## config.mk

```make
export PLATFORM = sky130hd
export DESIGN_NAME = jk_bank_arbiter
export DESIGN_NICKNAME = d
export VERILOG_FILES = /design/src/rtl/jk_bank_arbiter.sv
export SDC_FILE = /design/constraint.sdc
export NUM_CORES = 1
export LEC_CHECK = 0
export BUFFER_PORTS_ARGS = -buffer_cell sky130_fd_sc_hd__clkbuf_2
export CAP_MARGIN = 40
export CORE_MARGIN = 8
export CORE_UTILIZATION = 51
export DETAILED_ROUTE_END_ITERATION = 10
export GPL_TIMING_DRIVEN = 0
export PLACE_DENSITY = 0.83
export SKIP_LAST_GASP = 1
export SYNTH_ARGS = -nofsm -noshare
export SYNTH_HDL_FRONTEND = slang
export SYNTH_SLANG_ARGS = --single-unit
```

## constraint.sdc

```tcl
create_clock -name clk -period 2.4 [get_ports clk]
set_clock_uncertainty 0.2 [all_clocks]
set_input_delay 0.24 -clock clk [delete_from_list [all_inputs] [get_ports clk]]
set_output_delay 0.24 -clock clk [all_outputs]
set_load 0.02 [all_outputs]
```

## src/rtl/jk_bank_arbiter.sv

```systemverilog
// rtl/jk_bank_arbiter.sv - round-robin arbiter driving a shared WIDTH-bit JK flip-flop bank
// Optional op_cnt completion counter: define JK_BANK_ARBITER_OPCNT_EN.
module jk_bank_arbiter #(
  parameter int WIDTH = 4,
  parameter int LEN_W = 3
) (
  input  logic             clk,
  input  logic             reset,
  input  logic             req0,
  input  logic [1:0]       op0,
  input  logic [WIDTH-1:0] mask0,
  input  logic [LEN_W-1:0] len0,
  input  logic             req1,
  input  logic [1:0]       op1,
  input  logic [WIDTH-1:0] mask1,
  input  logic [LEN_W-1:0] len1,
  output logic             gnt0,
  output logic             gnt1,
  output logic             busy,
  output logic             done,
  output logic [WIDTH-1:0] j,
  output logic [WIDTH-1:0] k,
  output logic [WIDTH-1:0] q
`ifdef JK_BANK_ARBITER_OPCNT_EN
  ,
  output logic [15:0]      op_cnt
`endif
);

  typedef enum logic [1:0] {IDLE, APPLY, DONE} state_e;

  state_e           state_q, state_d;
  logic             rr_q, rr_d;
  logic             gnt0_q, gnt0_d, gnt1_q, gnt1_d;
  logic [1:0]       op_q, op_d;
  logic [WIDTH-1:0] mask_q, mask_d;
  logic [LEN_W-1:0] len_q, len_d;
  logic [LEN_W-1:0] cnt_q, cnt_d;
  logic [WIDTH-1:0] bank_q, bank_d;

  always_comb begin
    state_d = state_q;
    rr_d    = rr_q;
    gnt0_d  = 1'b0;
    gnt1_d  = 1'b0;
    op_d    = op_q;
    mask_d  = mask_q;
    len_d   = len_q;
    cnt_d   = cnt_q;
    bank_d  = bank_q;
    j       = '0;
    k       = '0;
    case (state_q)
      IDLE: begin
        // rr_q == 1 means requester 1 wins a tie
        if (req0 && (!req1 || !rr_q)) begin
          op_d    = op0;
          mask_d  = mask0;
          len_d   = len0;
          gnt0_d  = 1'b1;
          rr_d    = 1'b1;
          cnt_d   = '0;
          state_d = APPLY;
        end else if (req1) begin
          op_d    = op1;
          mask_d  = mask1;
          len_d   = len1;
          gnt1_d  = 1'b1;
          rr_d    = 1'b0;
          cnt_d   = '0;
          state_d = APPLY;
        end
      end
      APPLY: begin
        j = mask_q & {WIDTH{op_q[1]}};
        k = mask_q & {WIDTH{op_q[0]}};
        for (int i = 0; i < WIDTH; i++) begin
          case ({j[i], k[i]})
            2'b01:   bank_d[i] = 1'b0;
            2'b10:   bank_d[i] = 1'b1;
            2'b11:   bank_d[i] = ~bank_q[i];
            default: bank_d[i] = bank_q[i];
          endcase
        end
        // cnt_q holds the number of edges already applied, so compare before incrementing
        if (cnt_q == len_q) begin
          state_d = DONE;
        end else begin
          cnt_d = cnt_q + LEN_W'(1);
        end
      end
      DONE: begin
        state_d = IDLE;
      end
      default: begin
        state_d = IDLE;
      end
    endcase
  end

  always_ff @(posedge clk or negedge reset) begin
    if (!reset) begin
      state_q <= IDLE;
      rr_q    <= 1'b0;
      gnt0_q  <= 1'b0;
      gnt1_q  <= 1'b0;
      op_q    <= '0;
      mask_q  <= '0;
      len_q   <= '0;
      cnt_q   <= '0;
      bank_q  <= '0;
    end else begin
      state_q <= state_d;
      rr_q    <= rr_d;
      gnt0_q  <= gnt0_d;
      gnt1_q  <= gnt1_d;
      op_q    <= op_d;
      mask_q  <= mask_d;
      len_q   <= len_d;
      cnt_q   <= cnt_d;
      bank_q  <= bank_d;
    end
  end

`ifdef JK_BANK_ARBITER_OPCNT_EN
  logic [15:0] op_cnt_q;

  always_ff @(posedge clk or negedge reset) begin
    if (!reset) begin
      op_cnt_q <= '0;
    end else if (state_q == DONE) begin
      op_cnt_q <= op_cnt_q + 16'd1;
    end
  end

  assign op_cnt = op_cnt_q;
`endif

  assign gnt0 = gnt0_q;
  assign gnt1 = gnt1_q;
  assign busy = (state_q != IDLE);
  assign done = (state_q == DONE);
  assign q    = bank_q;

endmodule

```

Word-level counts from Yosys, hierarchy flattened
Index checks and enable logic that the tools add are counted.

Register bits: 21. Bits of input ports: 22. Output and inout bits: 16. Logic and storage cells: 83.

Add/sub/neg operators: 1. Eq/ne operators: 18. Muxes and demuxes: 27. Bitwise operators: 6. Reduce and logical (&&, ||, !) cells: 19.

Operator list (number): 2-bit == test (second input constant) (9); 4-bit 2-to-1 mux (4); 3-bit 2-to-1 mux (5); 1-bit case mux with 3 select lines (4); 2-bit AND reduction (6); 3-bit nonzero test (4); 2-bit by 1-bit == test with 1-bit output (second input constant) (5); 2-bit 2-to-1 mux (5); 4-bit AND (2); 1-bit 2-to-1 mux (7); 3-bit case mux with 2 select lines (1); 2-bit nonzero test (3); 2-bit inequality test (second input constant) (2); 1-bit inverter (4); 2-bit case mux with 2 select lines (1); 3-bit by 1-bit adder with 3-bit output (second input constant) (1); 3-bit == test (1); 3-bit inequality test (second input constant) (1); 3-bit AND reduction (1); 1-bit logical NOT (2); 2-bit logical NOT (1); 1-bit logical AND (1); 1-bit logical OR (1).

Longest topological paths before layout
Gate-level depths: netlist of the first run.

Depth in word-level cells: 5. Gate-level depth with buffers: 5. Depth with buffers taken out: 4.

Least setup slack after synthesis of the first run
OpenSTA, ideal clock, no wires.

Path type: register to output. From: reg state_q[1]. To: out k[0]. Arrival: 911 ps. Required time: 1960 ps. Setup slack: 1049 ps. Cell stages (with the launch flop): 3. Path buffers: 0. Cell sequence: dfrtp_1 nor2b_4 and3_1.

Cells in the longest elaborated chain, start to end: 2.

Ends and longest elaborated chain: from (decl) (RTL line 32) `state_e state_q, state_d;`; from (signal assigned) (RTL line 113) `state_q <= state_d;`; 2-bit by 1-bit == test with 1-bit output (RTL line 53) `case (state_q)`; 4-bit 2-to-1 mux (RTL line 53); to (decl) (RTL line 22) `output logic [WIDTH-1:0] k,`.

No other way between the ends.

Final worst setup path of the first run
From: reg state_q[0]. To: out k[1].

The elaborated chain is that of the path after synthesis.

==> results of run 1 <==
[final timing paths]
check                      slack (ns)  cells after the start                endpoint
max                              0.56                      3                    k[1]
min                            0.0008                      3   mask_q[1]$_DFFE_PN0P_
max reg2reg                      0.89                      4  state_q[0]$_DFFE_PN0P_
min reg2reg                      0.28                      1        q[1]$_DFFE_PN0P_
max in group asynchronous        1.41                      2    len_q[2]$_DFFE_PN0P_
min in group asynchronous        0.24                      2        q[2]$_DFFE_PN0P_
[flip-flops by register name, summed over array words and instances, names as in the netlist]
| name | cells |
|---|---|
| cnt_q | 3 |
| gnt0 | 1 |
| gnt1 | 1 |
| len_q | 3 |
| mask_q | 4 |
| op_q | 2 |
| q | 4 |
| rr_q | 1 |
| state_q | 2 |
[power by group through the flow]
stage	Clock, mW	Combinational [mW]	Sequential, mW
after floorplan	0	0.571	0.686
after global placement	0	0.797	0.652
after detailed placement	0	0.846	0.669
after CTS	0.169	0.845	0.663
after global routing	0.181	0.931	0.682
final	0.170	0.837	0.666
[cell families (layout without fill, tap and decap cells)]
group / Yosys count / count (layout)
adders and majority gates: 1 / 1
and+or+nand+nor: 34 / 34
AOI/OAI and AO/OA: 22 / 22
xor gates and xnor gates: 3 / 3
muxes: 11 / 11
buffers and inverters: 7 / 50
DFF: 21 / 21
[timing repair]
action / in CTS / in global routing
resized for setup: 0 / 0
hold buffers: 2 / 0
hold endpoints to repair: 23 / 0
[worst min-delay path: cells and delay by family]
kind | cells | cell delay, ns
muxes | 1 | 0.05
AOI/OAI and AO/OA | 1 | 0.10
buffers and inverters | 1 | 0.08
[layout by cell type, fill, tap and decap left out, drive strengths merged]
cell type	synthesis	final
clkinv	0	1
ha	1	1
o311a	1	1
buf	3	3
xor2	2	2
nand2	12	12
and3	9	9
a21boi	1	1
dfrtp	21	21
xnor2	1	1
inv	4	4
or2	1	1
a21oi	7	7
o21ai	11	11
o31ai	1	1
and2	1	1
a31oi	1	1
or2b	1	1
mux2i	11	11
nor2b	1	1
nor2	8	8
and2b	1	1
clkbuf	0	40
dlygate4sd3	0	2
[routing by layer]
layer | track usage [%] | vias up | share of wire, %
li1 | - | 430 | -
met4 | 6.49 | 0 | 1.0
met2 | 23.3 | 31 | 49
met1 | 15.8 | 404 | 43
met5 | 0 | - | 0
met3 | 1.67 | 2 | 6.3
[cell type report]
class / instances / share of cell area (%)
Sequential cell: 21 / 39.7
Buffer: 3 / 2.27
Multi-Input combinational cell: 71 / 36.7
Timing Repair Buffer: 39 / 15.5
Tap cell: 27 / 2.55
Inverter: 4 / 1.14
Clock inverter: 1 / 0.378
Clock buffer: 3 / 1.70
==> results.txt, run 1 <==
The number of standard cells in the final layout excluding fillers is 169. The die outline area came out at 3780 um^2. The clock network accounts for 10.2% of the total power.

The iteration-0 DRC count of the detailed router is 26. The post-synthesis net count is 122. The leftover overflow at the end of global routing came out at 0. In the final timing run, aggregate negative setup slack is 0 ns. The smallest setup slack after layout came out at 0.561 ns.

The area of the multi-input gates came out at 485 um^2. By instance count, the leading cell after synthesis is sky130_fd_sc_hd__dfrtp_1. The maximum ir drop on the vdd rail came out at 0.659 mV. The switching part of the total power came out at 44.8%. The vertical die dimension came out at 61.5 um. The startpoint identified for the worst hold timing path is mask1[1]. Among cell families on the critical path, the largest total delay comes from simple AND/OR/NAND/NOR gates.

The post-synth design cell area came out at 1060 um^2. Once the floorplan was initialized, standard cells occupied 53.8% of the core. The signal on the critical path passes through nor2b_4, and3_1, clkbuf_2. The clock-pin slew of the registers on the worst-case setup and hold paths is 0.12 ns. The path type of the worst setup path is reg -> out.

The fmax is 544 MHz. Summing the areas of all fa, ha and maj instances in the mapped netlist gives 1.18% of the synthesized area. Entering global routing, the biggest net connects 22 pins. Summed over all instances, the cell type with the most area after synthesis is sky130_fd_sc_hd__dfrtp_1. The number of warning messages in the yosys log is 0. Data on the critical path is required at its endpoint by 1.96 ns. The buffer cell driving the clock tree root is sky130_fd_sc_hd__clkbuf_4.

After detailed routing, the average wire length per cell comes to 14.4 um. After detailed placement, the total cell area comes to 1270 um^2. The final net count is 166.

The share of synthesized area spent on multiplexers is 10.4%. The flow ran to the end, and the final reports show no timing, DRC or antenna violations. The number of failing setup endpoints in the final timing report is 0. The leakage power of the design came out at 0.716 nW.

The via count of the routed design came out at 867. The area share of the leading cell type in the synthesized netlist came out at 49.8%. Among all stages on the critical path, the largest delay is contributed by sky130_fd_sc_hd__dfrtp_1. The final cycle utilization of the critical path came out at 76.6%. Counting instances in the post-synthesis netlist gives the leading cell types as sky130_fd_sc_hd__dfrtp_1, sky130_fd_sc_hd__nand2_1, sky130_fd_sc_hd__mux2i_1. The largest fanout on the critical path came out at 10. The worst setup path is captured at an output pin. The final-layout worst hold slack is 0.000827 ns. After Yosys synthesis, and, or, nand and nor cells account for 17.2% of the synthesized area. The area of all placed cells without fillers came out at 1320 um^2. The origin of the worst setup path is state_q[0]$_DFFE_PN0P_.

The wire length of the first global-routing pass is 3870 um. For this block, the routed nets add up to 2440 um of wire. The min-delay analysis places its worst path in the category in -> reg. The relative max-transition margin came out at 64.8%. The compound-cell area share of the yosys netlist is 14.7%. The number of pins with negative max-slew slack in the final report is 0. The share of synthesized flip-flops with an asynchronous set or reset is 100%. The number of flops mapped to enable cells by yosys is 0.

The number of post-CTS setup repair buffers is 0. The clock passes through at most 2 buffers. The arrival time at the worst endpoint came out at 1.40 ns. The share of the core filled with cells in the final layout came out at 67.4%.

The area of the core came out at 1960 um^2. The pre-antenna-repair detailed-routing pass consisted of 4 iterations. The minimum clock period came out at 1.84 ns. The flip-flop and latch area came out at 526 um^2. TritonCTS built the clock tree. Per report_power, the combinational group accounts for 50.0% of the total. Before CTS, the worst setup slack after placement is 0.899 ns. The number of maximum-capacitance violations is 0.

The count of antenna-violating nets left after detailed routing came out at 0. The internal power component is 0.924 mW. The launch instance of the worst register-to-register path is cnt_q[0]$_DFFE_PN0P_. The synthesized netlist contains 26 unique library cells.

The die span in x came out at 61.5 um. The initial antenna violation count is 0. Setup repair after global routing left no endpoint under its margin.

The total net switching power is 0.750 mW. After synthesis the netlist holds a flip-flop and latch count of 21. The share of cells above drive strength 1 is 39.4%. The post-route DRC violation count is 0. The transition time of the tightest slew-check pin came out at 0.528 ns.

Buffers inserted during clock tree synthesis total 3. For this run, the leading register cell type out of synthesis is sky130_fd_sc_hd__dfrtp_1. In the post-synthesis netlist, the biggest area contributors are sky130_fd_sc_hd__dfrtp_1, sky130_fd_sc_hd__mux2i_1, sky130_fd_sc_hd__and3_1.

The HPWL reported at the end of detailed placement came out at 2000 um. The total power divided by cell area came out at 1270 nW/um^2. The xor and xnor area share after synthesis is 2.49%.

The clock latency at the later pin of the worst-skew pair is 0.29 ns. The worst setup path is launched from a flop. The site row count is 16. The via count of the first global-routing pass is 913. The completed layout was analyzed and its total power is 1.67 mW. The post-synthesis area per instance came out at 10.7 um^2.

Together, buffers and inverters on the worst path number 1. Once placement completed, the tool counted placed cells totaling 163. The via density per instance came out at 5.13. The all-layer global routing usage came out at 13.4%.

The number of failing hold endpoints at the final stage is 0. The peak per-stage delay on the critical path is 0.44 ns. The share of total power in sequential cells is 39.8%. The filler cells instantiated in the layout total 184. The growth of design area from synthesis to finish came out at 25.2%.

By area, the combinational part of the netlist is dominated by simple AND/OR/NAND/NOR gates. Routability-driven placement finished with a final weighted congestion of 0.709. The post-synthesis sequential area ratio came out at 49.8%. The antenna diode count is 0. During I/O placement, the number of pins put on the boundary was 38. The clock drives 21 sinks. Synthesis produced 99 cells. Input and output buffers added on the ports amount to 37. CTS built an H-tree with a depth of 1.
No activity file was read; power rests on OpenSTA's default activity.
==> run 2: changes to the inputs <==
Settings changed: ABC_AREA set to 1, CORE_UTILIZATION 51 to 49, PLACE_DENSITY 0.83 to 0.79.
Clock period 2.4 ns to 1.85 ns, I/O delays scaled along.
==> run 2 against run 1 <==
Compared with the run above: flip-flop and latch count unchanged; critical path depth up 1; first-iteration DRC count up 50%; combinational power up 94%; worst hold slack better by 0.14 ns; cell count up 36%; count of clock-buffer cells in the layout up 1; die area up 6.6%; non-clock buffer count up 22; critical endpoint unchanged.
==> results.txt, run 2 <==
The flow ran to the end, and the final reports show no timing, DRC or antenna violations. The wire length per cell is 13.5 um (-6.6%). In this run the worst setup path begins at state_q[1]$_DFFE_PN0P_.

The share of synthesized area spent on multiplexers was 0% (-10 points). The count of buffering cells on the critical path with inverters included was 2 (+1). The number of buffers added on ports was 37 (unchanged).

The relative max-transition margin came out at 65.6% (+0.77 points). The area share of the leading cell type in the synthesized netlist is 47.5% (-2.3 points). Compared with the post-synthesis result, the final layout area differs by 45.1%. The path length in cells of the critical path is 4 (+1). The count of antenna-violating nets left after detailed routing is 0 (unchanged). The HPWL reported at the end of detailed placement is 2050 um (+2.6%). CTS placed an instance of sky130_fd_sc_hd__clkbuf_4 at the clock tree root. Sorting the synthesized cells by how often they occur yields sky130_fd_sc_hd__nand2_1, sky130_fd_sc_hd__dfrtp_1, sky130_fd_sc_hd__nor2_1. The clock period could shrink to 1.81 ns.

The number of buffers created by CTS came out at 3 (unchanged). In this run the critical register-to-register path is launched from state_q[0]$_DFFE_PN0P_. In this run the critical register-to-register path is captured at op_q[0]$_DFFE_PN0P_.

Following the worst setup path forward leads to its endpoint at k[1]. The signal on the critical path passes through nor2_4, inv_4, nor2_1, buf_2. The final net count came to 226 (+36%). The post-synthesis sequential area ratio came out at 47.5% (-2.3 points). The number of pins with negative max-slew slack in the final report was 0 (unchanged). The cell with the largest stage delay on the worst path is sky130_fd_sc_hd__dfrtp_2.

The total power of the final layout came out at 2.72 mW (+62%). The clock-pin slew of the registers on the worst-case setup and hold paths is 0.12 ns (about the same). The via count of the first global-routing pass came out at 1,168 (+28%).

The number of optimization iterations in the first detailed-route pass is 4 (unchanged). The boundary pin count came out at 38 (unchanged). The critical path data required time is 1.46 ns (-0.50 ns).

The post-synth design cell area was 1110 um^2 (+4.7%). The maximum number of pins on one net before global-route repair is 22 (unchanged). The post-synthesis area per instance is 8.07 um^2 (-24%). The starting density of the core came out at 51.0% (-2.8 points). The count of cell types in the netlist came out at 20 (-23%). The final-layout worst hold slack is 0.137 ns (+0.136 ns).

The library cell used most frequently in the layout, excluding fill and tap cells, is sky130_fd_sc_hd__nand2_1. The category of the worst setup path launch point is a flop. The share of synthesized flip-flops with an asynchronous set or reset came out at 100% (unchanged). The fmax is 553 MHz.

The iteration-0 DRC count of the detailed router came out at 39 (+50%). The worst setup path is captured at an output pin. The post-synthesis net count came out at 160 (+31%). The post-synthesis instance total came to 137 (+38%). The via density per instance came out at 5.05 (-1.5%).

The transition time of the tightest slew-check pin came out at 0.516 ns (-0.0115 ns). The cell count of the worst hold path was 4 (+1). The level count of the clock H-tree came to 1 (unchanged).

The weighted congestion reported at the end of routability-driven placement came out at 0.873 (+23%). The post-synthesis register bit count is 21 (unchanged). The number of maximum-capacitance violations was 0 (unchanged). The number of flops mapped to enable cells by yosys is 0 (unchanged). The maximum ir drop on the vdd rail was 1.01 mV (+54%). TritonCTS built the clock tree. The largest family of logic cells by synthesized area is simple AND/OR/NAND/NOR gates.

The wire length of the first global-routing pass came to 5060 um (+31%). The path class of the tightest hold or removal check is in -> reg. The library cells used most frequently in the layout, excluding fill and tap cells, are sky130_fd_sc_hd__nand2_1, sky130_fd_sc_hd__clkbuf_2, sky130_fd_sc_hd__nor2_1. The path type of the worst setup path is reg -> out. The site row count came out at 17 (+1). The setup TNS is 0 ns (unchanged). The family with the most delay on the worst path is flip-flops. The final cycle utilization of the critical path is 97.7%. The total power divided by cell area is 1690 nW/um^2 (+34%). The aggregate routed wire length is 3100 um (+27%). The clock latency at the later pin of the worst-skew pair is 0.30 ns (about the same). The initial antenna violation count came out at 0 (unchanged). The filler cell count came out at 170 (-7.6%). The arrival time at the worst endpoint was 1.42 ns (+0.02 ns). The post-route DRC violation count is 0 (unchanged). The compound-cell area share of the yosys netlist was 9.73% (-5.0 points). The die outline area came out at 4030 um^2 (+6.6%).

The number of cells traversed by the worst register-to-register path came to 8 (+4). The die span in x is 63.5 um (+3.3%). The leftover overflow at the end of global routing came out at 0 (unchanged). The xor and xnor area share after synthesis is 1.58% (-0.90 points). The slack of the worst reg-to-reg path is 0.22 ns (-0.67 ns).

The all-layer global routing usage came out at 15.0% (+1.6 points). The leakage power of the design is 0.843 nW (+18%). The arithmetic-cell share of the synthesized area counting full adders, half adders and majority gates is 1.13% (-0.054 points). The number of failing hold endpoints at the final stage is 0 (unchanged). The via count of the routed design came out at 1,162 (+34%). The antenna diode count came out at 0 (unchanged).

The peak per-stage delay on the critical path was 0.48 ns (+0.04 ns). The share of cells above drive strength 1 came out at 30.7% (-8.7 points). The vertical die dimension is 63.5 um (+3.3%). Among all flip-flop cells after synthesis, the most frequent one is sky130_fd_sc_hd__dfrtp_1. The number of failing setup endpoints in the final timing report is 0 (unchanged).

Setup repair after global routing left no endpoint under its margin. Among all cell types in the netlist, the one instantiated most often is sky130_fd_sc_hd__nand2_1. The number of warning messages in the yosys log came out at 0 (unchanged).

The area of the core came to 2170 um^2 (+11%). The sink count of the clock tree is 21 (unchanged). By area the synthesized netlist is led by sky130_fd_sc_hd__dfrtp_1, sky130_fd_sc_hd__nand2_1, sky130_fd_sc_hd__nor2_1. The maximum clock path buffer count came to 2 (unchanged). The largest fanout on the critical path came out at 10 (unchanged). The fraction of the mapped netlist area in simple logic gates is 32.6% (+15 points).

The biggest area contributor in the post-synthesis netlist is sky130_fd_sc_hd__dfrtp_1.
[run 2: routing by layer]
layer | GRT usage, % | wire [um]
met1 | 15.6 | 1180
met2 | 27.5 | 1660
met3 | 2.83 | 144
met4 | 8.36 | 110
met5 | 0 | 0
[run 2: cell type report]
class	instances	area [um^2]	area share (%)
Clock buffer	4	26.3	1.64
Timing Repair Buffer	61	418	26.0
Buffer	3	33.8	2.10
Tap cell	28	35.0	2.18
Sequential cell	21	528	32.9
Multi-Input combinational cell	100	513	32.0
Inverter	13	51.3	3.20
[run 2: stage by stage]
step / setup slack, ns / util (%) / area (um^2) / std cells
floorplan: 0.434 / - / 1110 / 137
global placement: 0.370 / 61.1 / 1330 / 202
detailed placement: 0.314 / 61.1 / 1330 / 202
CTS: 0.0108 / 71.6 / 1550 / 226
global route: 0.00178 / 74.0 / 1610 / 230
finish: 0.0428 / 74.0 / 1610 / 230
[run 2: where the power goes]
group	leakage, nW	total [mW]	internal [mW]	switching (mW)
Sequential	0.246	0.879	0.684	0.195
Combinational	0.581	1.62	0.632	0.988
Clock	0.0150	0.219	0.0840	0.135
Total	0.843	2.72	1.40	1.32
[run 2: repair_timing]
| item | CTS | global route |
|---|---|---|
| setup buffers | 0 | 4 |
| hold endpoints to repair | 31 | 0 |
| pin swaps | 0 | 1 |
| hold buffers | 20 | 0 |
| cloned | 0 | 0 |
| gates resized for setup | 1 | 9 |
| setup endpoints to repair | 4 | 8 |
[run 2: tightest hold or removal path, delay by kind of cell]
family,cells,cell delay (ns)
simple gates,2,0.15
buf+inv,2,0.26
[run 2: how the worst min path moves through the flow]
stage                     startpoint                    end  slack, ns
after floorplan                reset   cnt_q[0]$_DFFE_PN0P_      -0.31
after global placement         reset       q[1]$_DFFE_PN0P_      -0.02
after detailed placement       reset       q[1]$_DFFE_PN0P_      -0.02
after CTS                       req0  mask_q[3]$_DFFE_PN0P_       0.14
after global routing            req0  mask_q[3]$_DFFE_PN0P_       0.15
final                           req0         gnt1$_DFF_PN0_       0.14
[run 2: cell families (layout without fill, tap and decap cells)]
family	Yosys count	after routing
AOI/OAI and AO/OA	18	18
xor gates and xnor gates	2	2
adders and majority gates	1	1
buffers and inverters	16	81
DFF	21	21
and+or+nand+nor	79	79
